### config.mk
export PLATFORM = sky130hd
export DESIGN_NAME = sample_tick_gen
export DESIGN_NICKNAME = d
export VERILOG_FILES = /design/src/rtl/sample_tick_gen_pkg.sv /design/src/rtl/sample_tick_gen_tick_channel.sv /design/src/rtl/sample_tick_gen.sv
export SDC_FILE = /design/constraint.sdc
export NUM_CORES = 1
export LEC_CHECK = 0
export ABC_CLOCK_PERIOD_IN_PS = 10000
export CORE_MARGIN = 2
export CORE_UTILIZATION = 43
export DETAILED_ROUTE_END_ITERATION = 8
export PLACE_DENSITY = 0.68
export SETUP_SLACK_MARGIN = 0.2
export SYNTH_ARGS = -nofsm -noshare
export SYNTH_HDL_FRONTEND = slang
export SYNTH_SLANG_ARGS = --single-unit
### constraint.sdc
create_clock -name clk -period 10 [get_ports clk]
set_input_delay 2.5 -clock clk [delete_from_list [all_inputs] [get_ports clk]]
set_output_delay 2.5 -clock clk [all_outputs]
set_load 0.01 [all_outputs]
### src/rtl/sample_tick_gen_pkg.sv
// -----------------------------------------------------------------------------
// sample_tick_pkg
// Shared types and width helpers for the sample-rate tick generator.
//   mode_t     : per-channel counting mode (periodic / one-shot)
//   state_t    : per-channel FSM state (IDLE / RUN / DONE)
//   chan_width : width of the channel-select field for a given channel count
//   cfg_width  : total width of the {chan, mode, period} config message
// -----------------------------------------------------------------------------
package sample_tick_pkg;

   typedef enum logic {
      PERIODIC = 1'b0,
      ONESHOT  = 1'b1
   } mode_t;

   // Fixed encodings so the state register reads the same in any tool.
   localparam logic [1:0] ST_IDLE = 2'd0;
   localparam logic [1:0] ST_RUN  = 2'd1;
   localparam logic [1:0] ST_DONE = 2'd2;

   typedef enum logic [1:0] {
      IDLE = ST_IDLE,
      RUN  = ST_RUN,
      DONE = ST_DONE
   } state_t;

   // A single channel still needs a one-bit select field.
   function automatic int chan_width(input int n);
      return (n > 1) ? $clog2(n) : 1;
   endfunction

   function automatic int cfg_width(input int n, input int w);
      return chan_width(n) + 1 + w;
   endfunction

endpackage

### src/rtl/sample_tick_gen_tick_channel.sv
// -----------------------------------------------------------------------------
// tick_channel
// One programmable tick counter. Counts down from period-1 while in RUN and
// emits a registered single-cycle tick on the cycle after count==0 is seen.
// Ports:
//   clk, reset : clock, synchronous active-high reset
//   load       : config write targeted at this channel this cycle
//   period     : period carried by the config write
//   mode       : mode carried by the config write (0 periodic, 1 one-shot)
//   en         : enable bit as currently registered
//   en_next    : enable bit after this edge (differs from en on a mask write)
//   sync       : global phase restart
//   tick       : single-cycle tick
//   busy       : channel is in RUN
// Event priority per edge: reset > load > sync > enable change > counting.
// Any event other than plain counting leaves tick low for that edge.
// -----------------------------------------------------------------------------
module tick_channel
   import sample_tick_pkg::*;
#(
   parameter int nbits = 32
) (
   input  logic             clk,
   input  logic             reset,
   input  logic             load,
   input  logic [nbits-1:0] period,
   input  logic             mode,
   input  logic             en,
   input  logic             en_next,
   input  logic             sync,
   output logic             tick,
   output logic             busy
);

   localparam logic [nbits-1:0] one_c = nbits'(1);

   logic [nbits-1:0] period_q, period_d;
   mode_t            mode_q, mode_d;
   state_t           state_q, state_d;
   logic [nbits-1:0] count_q, count_d;
   logic             tick_q, tick_d;

   always_comb begin
      period_d = period_q;
      mode_d   = mode_q;
      state_d  = state_q;
      count_d  = count_q;
      tick_d   = 1'b0;

      if (load) begin
         period_d = period;
         mode_d   = mode_t'(mode);
         // Period 0 disables the channel; P-1 is never formed for it.
         if (period != '0) begin
            count_d = period - one_c;
            state_d = en_next ? RUN : IDLE;
         end else begin
            count_d = '0;
            state_d = IDLE;
         end
      end else if (sync && (period_q != '0) && en_next) begin
         count_d = period_q - one_c;
         state_d = RUN;
      end else if (en_next && !en) begin
         // Resume from the held count; DONE is left only by load or sync.
         if ((period_q != '0) && (state_q == IDLE)) begin
            state_d = RUN;
         end
      end else if (!en_next && en) begin
         // Pause: count is held so the phase picks up where it stopped.
         if (state_q == RUN) begin
            state_d = IDLE;
         end
      end else if (state_q == RUN) begin
         if (count_q == '0) begin
            tick_d = 1'b1;
            // RUN is only reachable with a non-zero period.
            if (mode_q == ONESHOT) begin
               state_d = DONE;
            end else begin
               count_d = period_q - one_c;
            end
         end else begin
            count_d = count_q - one_c;
         end
      end
   end

   always_ff @(posedge clk) begin
      if (reset) begin
         period_q <= '0;
         mode_q   <= PERIODIC;
         state_q  <= IDLE;
         count_q  <= '0;
         tick_q   <= 1'b0;
      end else begin
         period_q <= period_d;
         mode_q   <= mode_d;
         state_q  <= state_d;
         count_q  <= count_d;
         tick_q   <= tick_d;
      end
   end

   assign tick = tick_q;
   assign busy = (state_q == RUN);

endmodule

### src/rtl/sample_tick_gen.sv
// -----------------------------------------------------------------------------
// sample_tick_gen
// Multi-channel sample-rate tick generator. Decodes config writes to one
// channel, registers the shared enable mask and fans out the global sync.
// Ports:
//   clk, reset      : clock, synchronous active-high reset
//   cfg_msg         : {chan, mode, period}
//   cfg_val/cfg_rdy : config write handshake
//   en_msg          : per-channel enable mask
//   en_val/en_rdy   : enable-mask write handshake
//   sync_val        : restart phase of all enabled, configured channels
//   tick            : per-channel single-cycle tick
//   busy            : per-channel RUN indication
// Handshake: a write is taken on the rising edge where val && rdy; rdy is low
// only while reset is asserted, so there is no back-pressure otherwise.
// -----------------------------------------------------------------------------
module sample_tick_gen
   import sample_tick_pkg::*;
#(
   parameter int nbits = 32,
   parameter int nch   = 4
) (
   input  logic                               clk,
   input  logic                               reset,
   input  logic [cfg_width(nch, nbits)-1:0]   cfg_msg,
   input  logic                               cfg_val,
   output logic                               cfg_rdy,
   input  logic [nch-1:0]                     en_msg,
   input  logic                               en_val,
   output logic                               en_rdy,
   input  logic                               sync_val,
   output logic [nch-1:0]                     tick,
   output logic [nch-1:0]                     busy
);

   localparam int cw = chan_width(nch);

   typedef struct packed {
      logic [cw-1:0]    chan;
      logic             mode;
      logic [nbits-1:0] period;
   } cfg_t;

   cfg_t           cfg;
   logic           cfg_wr;
   logic           en_wr;
   logic [nch-1:0] en_mask_q, en_mask_d;

   assign cfg     = cfg_t'(cfg_msg);
   assign cfg_rdy = !reset;
   assign en_rdy  = !reset;
   assign cfg_wr  = cfg_val && cfg_rdy;
   assign en_wr   = en_val && en_rdy;

   always_comb begin
      en_mask_d = en_mask_q;
      if (en_wr) begin
         en_mask_d = en_msg;
      end
   end

   always_ff @(posedge clk) begin
      if (reset) begin
         en_mask_q <= '0;
      end else begin
         en_mask_q <= en_mask_d;
      end
   end

   for (genvar c = 0; c < nch; c++) begin : g_ch
      logic load;

      // Channel numbers at or above nch match no instance, so such writes
      // are accepted and dropped.
      assign load = cfg_wr && (cfg.chan == cw'(c));

      tick_channel #(
         .nbits (nbits)
      ) u_ch (
         .clk     (clk),
         .reset   (reset),
         .load    (load),
         .period  (cfg.period),
         .mode    (cfg.mode),
         .en      (en_mask_q[c]),
         .en_next (en_mask_d[c]),
         .sync    (sync_val),
         .tick    (tick[c]),
         .busy    (busy[c])
      );
   end

endmodule

==> impl_metrics.py, run 1 <==
metrics = {
    "outcome": {
        "status": "finished, final reports clean",
    },
    "power_and_ir_drop": {
        "ir_worst_vdd_v": 0.000124,
        "leakagePower_uw": 0.00695,
        "power_density_mw_per_mm2": 230,
    },
    "min_path": {
        "hold_end": "g_ch[0].u_ch.period_q[23]$_SDFFE_PP0P_",
        "hp-class": "reg -> reg",
        "worstHoldPathCells": 2,
        "worstHoldStart": "g_ch[0].u_ch.period_q[23]$_SDFFE_PP0P_",
    },
    "route": {
        "wl_met2_um": 26800,
        "routed-wl-met3_um": 6430,
        "drt_wl_total_um": 62200,
        "post-route-drc-count": 0,
        "routed.top_layer": "met5",
        "drtIter0Drc": 1934,
        "detail_route.wl_per_cell_um": 22.1,
        "wl_met1_um": 24900,
        "drtAntennaViolNets": 0,
        "via_per_inst": 6.23,
        "num_vias": 17500,
        "dr.pass1.iters": 6,
    },
    "global_routing": {
        "grt_use_total": 0.290,
        "gr-total-overflow": 0,
        "antenna_found_initial": 1,
        "grt_pass1_vias": 15900,
        "grt_max_degree": 107,
        "grt_pass1_wl_um": 93700,
    },
    "critical_path": {
        "cp.required_ns": 7.50,
        "reg2reg_depth": 8,
        "cp_max_fo": 106,
        "rrSetupSlack_ns": 5.81,
        "crit_type": "in -> out",
        "slowest_stage": "clkbuf_8",
        "crit_chain": "clkbuf_8, clkinv_1, buf_4, clkdlybuf4s50_1",
        "r2r_end": "g_ch[1].u_ch.count_q[27]$_SDFFE_PP0P_",
        "worstPathArrival_ns": 4.06,
        "endpoint_kind": "primary output",
        "regToRegStartpoint": "g_ch[1].u_ch.period_q[4]$_SDFFE_PP0P_",
        "crit_path_max_incr_delay_ns": 0.53,
        "startpoint_type": "input pin",
    },
    "synthesis": {
        "synth_flop_cell": "dfxtp_1",
        "synthCells": 2309,
        "synth_cell_type_count": 80,
        "async_flop_share": 0,
        "yosysSeqAreaShare": 0.320,
        "synth.cell_area_sq_mm": 0.0173,
        "synth_top_cell_by_area": "dfxtp_1",
        "yosysWarningCount": 0,
        "synth_edf_count": 0,
        "synth_seq_cells": 276,
        "syn_nets": 2379,
        "ys_top_cells_by_area": "dfxtp_1 (32%), nand2_1 (8.1%), a21oi_1 (6.8%)",
        "syn_area_per_cell_sq_um": 7.48,
        "synth_top_cell_area_share": 0.320,
    },
    "place": {
        "numPortBuffers": 53,
        "place_congestion": 0.964,
        "place_hpwl_um": 40400,
        "place_inst": 2751,
    },
    "sta": {
        "relSlewSlack": 0.0542,
        "hold_viol_final": 0,
        "tightest_slew_ns": 1.38,
        "fin_crit_sh": 0.656,
        "finClkSkew_ns": 0.0176,
        "setup_viol": 0,
        "setup_tns_ns": 0,
        "rsz0062_at_grt": "false",
        "drv_slew": 0,
        "fmax_mhz": 152,
        "fin_crit_ns": 6.56,
    },
    "cts": {
        "htreeDepth": 2,
        "postCtsHoldBufs": 0,
        "clock_sinks": 276,
        "ctsResizeCount": 0,
        "post-cts-setup-buffers": 0,
        "clk_path_buf_depth": 3,
        "numCtsBuffers": 35,
        "insertion_delay_ns": 0.53,
        "cts.clk_slew.worst_paths_ns": 0.05,
        "cts-root-buf": "clkbuf_16",
        "tritoncts": "done",
    },
    "finish": {
        "nNetsFinal": 2333,
        "fin_util": 0.480,
        "fillCellCount": 3885,
        "drive_gt1_frac": 0.0547,
        "stdcell_count": 2811,
        "diodes": 0,
        "area_growth_pct": 10.4,
    },
    "floorplan": {
        "die-area_sq_mm": 0.0418,
        "die_x_um": 204,
        "core-area_sq_mm": 0.0397,
        "die_h_um": 204,
        "rows": 73,
        "ios": 54,
        "start_util": 0.435,
    },
    "flow_run": {
        "max_cap_viol_count": 0,
    },
}
-- cells in the mapped netlist, types with 6 or more instances --
library cell and number:
xor2_1 106, nand2b_1 13, nor4_1 80, buf_4 17, inv_1 31, a22oi_1 80, nor2b_1 8, o31ai_1 15
nand4_1 18, or4_1 54, a31oi_1 6, o22ai_1 92, o21ai_0 68, nor2_1 191, and2_1 6, mux2i_1 15
nor3b_1 11, nand2_1 374, a21oi_1 233, xnor2_1 127, o211ai_1 7, nor3_1 104, ha_1 26, a211oi_1 18
nand3_1 31, o221ai_1 16, o41ai_1 10, clkbuf_1 122, dfxtp_1 276, or3_1 24, buf_2 26
-- how the worst max path moves through the flow --
stage,slack (ns),startpoint,to
2_1_floorplan,4.12,reset,en_rdy
3_3_place_gp,3.40,reset,cfg_rdy
3_5_place_dp,3.41,reset,cfg_rdy
4_1_cts,3.40,reset,cfg_rdy
5_1_grt,3.36,reset,cfg_rdy
6_report,3.44,reset,cfg_rdy
-- layer usage --
metal | up-vias | GRT usage
met2 | 892 | 0.445
met3 | 190 | 0.0544
li1 | 8209 | -
met1 | 8230 | 0.381
met5 | - | 0
met4 | 2 | 0.168
-- cell families after synthesis --
logic type | count (synthesis) | synth area share
adder cells (fa/ha/maj) | 26 | 0.0188
buffers and inverters | 203 | 0.0507
multiplexers | 20 | 0.0120
AO/OA/AOI/OAI | 582 | 0.208
AND/OR/NAND/NOR | 969 | 0.272
flip-flops | 276 | 0.320
XOR/XNOR | 233 | 0.118
-- critical path, delay by kind of cell --
| kind | cells | cell delay (ns) |
|---|---|---|
| buffers and inverters | 4 | 1.54 |
-- metrics by stage --
step	hold slack (ns)	worst slack (ns)	total power [uW]	instance area, sq um
2_1_floorplan	0.444	4.12	2750	17300
3_3_place_gp	0.455	3.40	3100	18000
3_5_place_dp	0.462	3.41	3120	18000
4_1_cts	0.470	3.40	4360	19100
5_1_grt	0.494	3.36	4640	19100
6_report	0.469	3.44	4390	19100
-- state kept, by name, summed over array words and instances, names as in the netlist --
name / cells
en_mask_q: 4
g_ch.u_ch.count_q: 128
g_ch.u_ch.mode_q: 4
g_ch.u_ch.period_q: 128
g_ch.u_ch.state_q: 8
g_ch.u_ch.tick: 4
-- cell usage in the layout, fill, tap and decap left out, drive strengths merged, types with 10 or more instances in the layout --
cell	count
a21oi	234
o221ai	16
or2	11
nor2	194
ha	26
xor2	106
nor3	105
nand2	374
or4	57
o31ai	15
nand3	31
dfxtp	276
clkdlybuf4s50	52
o41ai	10
inv	32
xnor2	127
nand4	18
a211oi	18
or3	24
o22ai	92
mux2i	15
nand2b	13
o21ai	76
nor3b	11
buf	35
nor4	83
clkbuf	51
a22oi	80
-- where the power goes --
group / switching (uW) / total (uW) / internal, uW
combinational: 1110 / 1830 / 717
clock: 507 / 1230 / 726
sequential: 124 / 1330 / 1200
-- final cells by class --
cell class,count,area [sq um],area share
multi-input combinational,1830,10900,0.571
timing repair buffer,88,797,0.0418
sequential,276,5530,0.290
inverter,32,120,0.00630
tap,525,657,0.0345
clock inverter,10,104,0.00545
clock buffer,50,972,0.0510
Note: power is estimated with default switching activity, not from simulation.
==> run 2, diff against run 1 <==
--- a/config.mk
+++ b/config.mk
@@ -5,7 +5,7 @@
 export SDC_FILE = /design/constraint.sdc
 export NUM_CORES = 1
 export LEC_CHECK = 0
-export ABC_CLOCK_PERIOD_IN_PS = 10000
+export ABC_CLOCK_PERIOD_IN_PS = 6600
 export CORE_MARGIN = 2
 export CORE_UTILIZATION = 43
 export DETAILED_ROUTE_END_ITERATION = 8
==> constraint.sdc (replaced) <==
create_clock -name clk -period 6.6 [get_ports clk]
set_input_delay 1.65 -clock clk [delete_from_list [all_inputs] [get_ports clk]]
set_output_delay 1.65 -clock clk [all_outputs]
set_load 0.01 [all_outputs]
==> run 2 against run 1 <==
Via count increased by 0.50%. Worst setup slack got worse by 2.0 ns. Worst hold slack improved by 0.0018 ns. Wire length increased by 1.4%. Non-clock buffer count increased by 3. Clock skew increased by 0.0038 ns. Clock power increased by 59%. Register-to-register slack got worse by 3.1 ns. Total power increased by 54%. Sequential cell count unchanged. Combinational power increased by 52%. Die area unchanged.
==> impl_metrics.py, run 2 (synthesized netlist as in run 1, its figures left out) <==
metrics = {
    "power_and_ir_drop": {
        "ir_worst_vdd_v": 0.000153,
        "power_uw": 6750,
        "leakagePower_uw": 0.00698,
        "power_density_mw_per_mm2": 352,
    },
    "critical_path": {
        "cp.required_ns": 7.03,
        "worstPathArrival_ns": 5.62,
        "endpoint_kind": "flop",
        "crit_cells": 8,
        "cp_max_fo": 8,
        "slowest_stage": "xnor2_1",
        "startpoint_type": "input pin",
        "critPathBufInv": 1,
        "crit_chain": "clkdlybuf4s50_1, nor4_1, nand3_1, or4_1, or3_1, xnor2_1, a22oi_1, o22ai_1",
        "crit_path_max_incr_delay_ns": 0.97,
        "reg2reg_depth": 7,
        "crit_type": "in -> reg",
        "crit_family": "simple AND/OR/NAND/NOR gates",
    },
    "cts": {
        "htreeDepth": 2,
        "numCtsBuffers": 34,
        "clk_path_buf_depth": 3,
        "tritoncts": "done",
        "ctsResizeCount": 0,
        "postCtsHoldBufs": 0,
        "insertion_delay_ns": 0.54,
        "cts.clk_slew.worst_paths_ns": 0.06,
        "cts-root-buf": "clkbuf_16",
        "clock_sinks": 276,
        "post-cts-setup-buffers": 0,
    },
    "global_routing": {
        "grt_pass1_wl_um": 96300,
        "antenna_found_initial": 0,
        "grt_max_degree": 91,
        "grt_use_total": 0.296,
        "grt_pass1_vias": 16600,
        "gr-total-overflow": 0,
    },
    "sta": {
        "setup_viol": 0,
        "setup_tns_ns": 0,
        "tightest_slew_ns": 1.36,
        "fin_crit_ns": 5.19,
        "fin_crit_sh": 0.786,
        "timing.hold.ws_ns": 0.471,
        "drv_slew": 0,
        "finClkSkew_ns": 0.0214,
        "hold_viol_final": 0,
        "fmax_mhz": 193,
        "rsz0062_at_grt": "false",
        "relSlewSlack": 0.0935,
    },
    "finish": {
        "nNetsFinal": 2335,
        "fin_util": 0.482,
        "diodes": 0,
        "reg_top3": "g_ch.u_ch.count_q: 128 flops, g_ch.u_ch.period_q: 128 flops, g_ch.u_ch.state_q: 8 flops",
        "drive_gt1_frac": 0.0582,
        "fillCellCount": 3941,
        "final_common_cell": "nand2_1",
        "stdcell_count": 2812,
        "area_growth_pct": 10.9,
        "layout_common_cells": "nand2_1 (374), dfxtp_1 (276), a21oi_1 (233)",
    },
    "route": {
        "drtAntennaViolNets": 0,
        "post-route-drc-count": 0,
        "routed-wl-met3_um": 6140,
        "dr.pass1.iters": 6,
        "detail_route.wl_per_cell_um": 22.4,
        "drt_wl_total_um": 63100,
        "via_per_inst": 6.26,
        "wl_met1_um": 25400,
        "routed.top_layer": "met4",
        "wl_met2_um": 27200,
        "drtIter0Drc": 2159,
        "num_vias": 17600,
    },
    "place": {
        "place_congestion": 0.973,
        "numPortBuffers": 53,
        "place_hpwl_um": 42900,
        "place_inst": 2754,
    },
    "floorplan": {
        "die_h_um": 204,
        "die_x_um": 204,
        "ios": 54,
        "core-area_sq_mm": 0.0397,
        "die-area_sq_mm": 0.0418,
        "start_util": 0.435,
        "rows": 73,
    },
    "outcome": {
        "status": "finished, final reports clean",
    },
    "flow_run": {
        "max_cap_viol_count": 0,
    },
    "min_path": {
        "hp-class": "reg -> reg",
        "worstHoldPathCells": 2,
    },
}
[run 2: changes by cell type in the layout (fill, tap and decap cells not counted), sizes merged]
cell / delta
clkbuf: -7
bufinv: +2
clkinvlp: +3
buf: +3
[run 2: path summary, 6_finish.rpt]
| kind | from | endpoint | slack, ns |
|---|---|---|---|
| worst max-delay path | cfg_msg[10] | g_ch[1].u_ch.count_q[23]$_SDFFE_PP0P_ | 1.41 |
| worst min-delay path | g_ch[0].u_ch.period_q[23]$_SDFFE_PP0P_ | g_ch[0].u_ch.period_q[23]$_SDFFE_PP0P_ | 0.47 |
| worst max register to register | g_ch[3].u_ch.period_q[4]$_SDFFE_PP0P_ | g_ch[3].u_ch.count_q[20]$_SDFFE_PP0P_ | 2.73 |
| worst min register to register | g_ch[0].u_ch.period_q[23]$_SDFFE_PP0P_ | g_ch[0].u_ch.period_q[23]$_SDFFE_PP0P_ | 0.47 |
[run 2: area by class of cell]
class / count / area, sq um / share of cell area
sequential: 276 / 5530 / 0.289
multi-input combinational: 1830 / 10900 / 0.569
inverter: 32 / 120 / 0.00627
tap: 525 / 657 / 0.0343
timing repair buffer: 91 / 820 / 0.0428
clock inverter: 15 / 190 / 0.00993
clock buffer: 43 / 946 / 0.0494
[run 2: per-layer routing]
layer,track usage,vias to the layer above
met5,0,-
met4,0.179,0
met3,0.0598,229
met2,0.453,893
met1,0.384,8247
li1,-,8241
[run 2: through the flow]
step / cell area [sq um] / setup slack, ns
after floorplan: 17300 / 2.42
after global placement: 18000 / 1.10
after detailed placement: 18000 / 1.10
after CTS: 19100 / 1.59
after global routing: 19100 / 1.46
final: 19100 / 1.41
[run 2: tightest hold or removal path: stages, from the launching register on]
cell     delay [ns]
dfxtp_1        0.32
nand2_1        0.05
a21oi_1        0.05
[run 2: power by group]
group	internal [uW]	switching, uW
clock	1170	779
combinational	1090	1690
sequential	1820	196
==> run 3, diff against run 2 <==
--- a/config.mk
+++ b/config.mk
@@ -5,11 +5,11 @@
 export SDC_FILE = /design/constraint.sdc
 export NUM_CORES = 1
 export LEC_CHECK = 0
-export ABC_CLOCK_PERIOD_IN_PS = 6600
+export ABC_CLOCK_PERIOD_IN_PS = 4550
 export CORE_MARGIN = 2
 export CORE_UTILIZATION = 43
 export DETAILED_ROUTE_END_ITERATION = 8
-export PLACE_DENSITY = 0.68
+export PLACE_DENSITY = 0.7
 export SETUP_SLACK_MARGIN = 0.2
 export SYNTH_ARGS = -nofsm -noshare
 export SYNTH_HDL_FRONTEND = slang
==> constraint.sdc (replaced) <==
create_clock -name clk -period 4.55 [get_ports clk]
set_input_delay 1.1375 -clock clk [delete_from_list [all_inputs] [get_ports clk]]
set_output_delay 1.1375 -clock clk [all_outputs]
set_load 0.01 [all_outputs]
==> run 3 against run 2 <==
Sequential cell count did not move. Wire length rose by 3.5%. Largest power group unchanged. Design area rose by 2.8%. Worst hold slack improved by 0.0077 ns. Utilization rose by 1.3 points. Sequential power rose by 45%.
==> impl_metrics.py, run 3 (synthesized netlist as in run 1, its figures left out) <==
metrics = {
    "outcome": {
        "status": "finished, final reports clean",
    },
    "finish": {
        "final_common_cell": "nand2_1",
        "reg_top3": "g_ch.u_ch.count_q: 128 flops, g_ch.u_ch.period_q: 128 flops, g_ch.u_ch.state_q: 8 flops",
        "nNetsFinal": 2415,
        "diodes": 0,
        "area_growth_pct": 13.9,
        "layout_common_cells": "nand2_1 (374), dfxtp_1 (276), a21oi_1 (233)",
        "fillCellCount": 3892,
        "drive_gt1_frac": 0.0884,
    },
    "route": {
        "num_vias": 18100,
        "post-route-drc-count": 0,
        "drt_wl_total_um": 65300,
        "drtIter0Drc": 1872,
        "detail_route.wl_per_cell_um": 22.6,
        "dr.pass1.iters": 6,
        "drtAntennaViolNets": 0,
        "via_per_inst": 6.26,
    },
    "critical_path": {
        "startpoint_type": "input pin",
        "crit_type": "in -> out",
        "endpoint_kind": "primary output",
        "cp.required_ns": 3.41,
        "r2r_end": "g_ch[0].u_ch.count_q[8]$_SDFFE_PP0P_",
        "regToRegStartpoint": "g_ch[0].u_ch.period_q[24]$_SDFFE_PP0P_",
        "reg2reg_depth": 7,
        "worstPathArrival_ns": 2.85,
        "cp_max_fo": 84,
        "rrSetupSlack_ns": 0.70,
    },
    "cts": {
        "clock_sinks": 276,
        "cts.clk_slew.worst_paths_ns": 0.06,
        "htreeDepth": 1,
        "postCtsHoldBufs": 0,
        "cts-root-buf": "clkbuf_16",
        "tritoncts": "done",
        "post-cts-setup-buffers": 0,
        "ctsResizeCount": 0,
        "insertion_delay_ns": 0.60,
        "numCtsBuffers": 31,
        "clk_path_buf_depth": 3,
    },
    "sta": {
        "fmax_mhz": 251,
        "timing.hold.ws_ns": 0.478,
        "rsz0062_at_grt": "false",
        "relSlewSlack": 0.130,
        "setup_viol": 0,
        "tightest_slew_ns": 1.31,
        "hold_viol_final": 0,
        "drv_slew": 0,
        "fin_crit_ns": 3.99,
        "fin_crit_sh": 0.877,
        "finClkSkew_ns": 0.0270,
        "setup_tns_ns": 0,
    },
    "floorplan": {
        "core-area_sq_mm": 0.0397,
        "start_util": 0.435,
        "rows": 73,
        "die_h_um": 204,
        "die_x_um": 204,
        "ios": 54,
        "die-area_sq_mm": 0.0418,
    },
    "global_routing": {
        "grt_use_total": 0.304,
        "grt_max_degree": 89,
        "grt_pass1_wl_um": 98100,
        "gr-total-overflow": 0,
        "antenna_found_initial": 2,
        "grt_pass1_vias": 16400,
    },
    "min_path": {
        "worstHoldStart": "g_ch[0].u_ch.period_q[23]$_SDFFE_PP0P_",
        "worstHoldPathCells": 2,
        "hold_end": "g_ch[0].u_ch.period_q[23]$_SDFFE_PP0P_",
        "hp-class": "reg -> reg",
    },
    "power_and_ir_drop": {
        "leakagePower_uw": 0.00733,
        "power_density_mw_per_mm2": 488,
        "ir_worst_vdd_v": 0.000326,
    },
    "place": {
        "place_hpwl_um": 45600,
        "place_congestion": 0.958,
        "numPortBuffers": 53,
    },
    "flow_run": {
        "max_cap_viol_count": 0,
    },
}
## run 3: cell count changes in the layout (fill, tap and decap cells not counted)
cell        delta
buf_4         +80
clkbuf_8       +5
clkbuf_16      -4
buf_12         +3
clkinv_2       -3
bufinv_16      -2
clkbuf_1       +2
clkinvlp_4     -2
clkinv_4       -1
inv_6          -1
nand3_1        -1
nand3_2        +1
## run 3: where the power goes
part	internal [uW]	switching [uW]
clock network	1490	1060
logic	1650	2470
registers	2640	280
## run 3: worst max-delay path, cell delays in order
cell and delay, ns:
clkbuf_8 0.14, buf_4 0.71, clkinv_1 0.28, clkdlybuf4s50_1 0.58
## run 3: metal layers
layer	wire (um)	GRT usage	vias to the layer above
met4	4350	0.174	4
met1	26800	0.405	8616
met5	27	0	-
met2	27800	0.461	877
met3	6250	0.0542	230
li1	-	-	8369
## run 3: per-stage QoR
stage	setup WS [ns]	cell area, sq um	instances	utilization	power, uW
final	0.562	19700	2889	0.495	9600
after CTS	0.506	19700	2889	0.495	9530
after global placement	0.225	18700	2837	0.470	6920
after global routing	0.386	19700	2889	0.495	10200
after floorplan	0.907	17300	2309	-	6050
after detailed placement	0.191	18700	2837	0.470	6980
## run 3: worst max path at each step
stage | from | to | slack (ns) | depth (start not counted)
after floorplan | reset | g_ch[2].u_ch.count_q[21]$_SDFFE_PP0P_ | 0.91 | 14
after global placement | cfg_msg[24] | g_ch[3].u_ch.count_q[16]$_SDFFE_PP0P_ | 0.22 | 8
after detailed placement | cfg_msg[24] | g_ch[0].u_ch.count_q[16]$_SDFFE_PP0P_ | 0.19 | 8
after CTS | reset | en_rdy | 0.51 | 4
after global routing | reset | en_rdy | 0.39 | 4
final | reset | en_rdy | 0.56 | 4
## run 3: cell type report
| class | instances | area [sq um] | area share |
|---|---|---|---|
| inverters | 32 | 120 | 0.00610 |
| clock inverters | 6 | 82.6 | 0.00420 |
| clock buffers | 46 | 922 | 0.0469 |
| repair buffers | 174 | 1480 | 0.0752 |
| well taps | 525 | 657 | 0.0334 |
| flip-flops and latches | 276 | 5530 | 0.281 |
| multi-input cells | 1830 | 10900 | 0.553 |
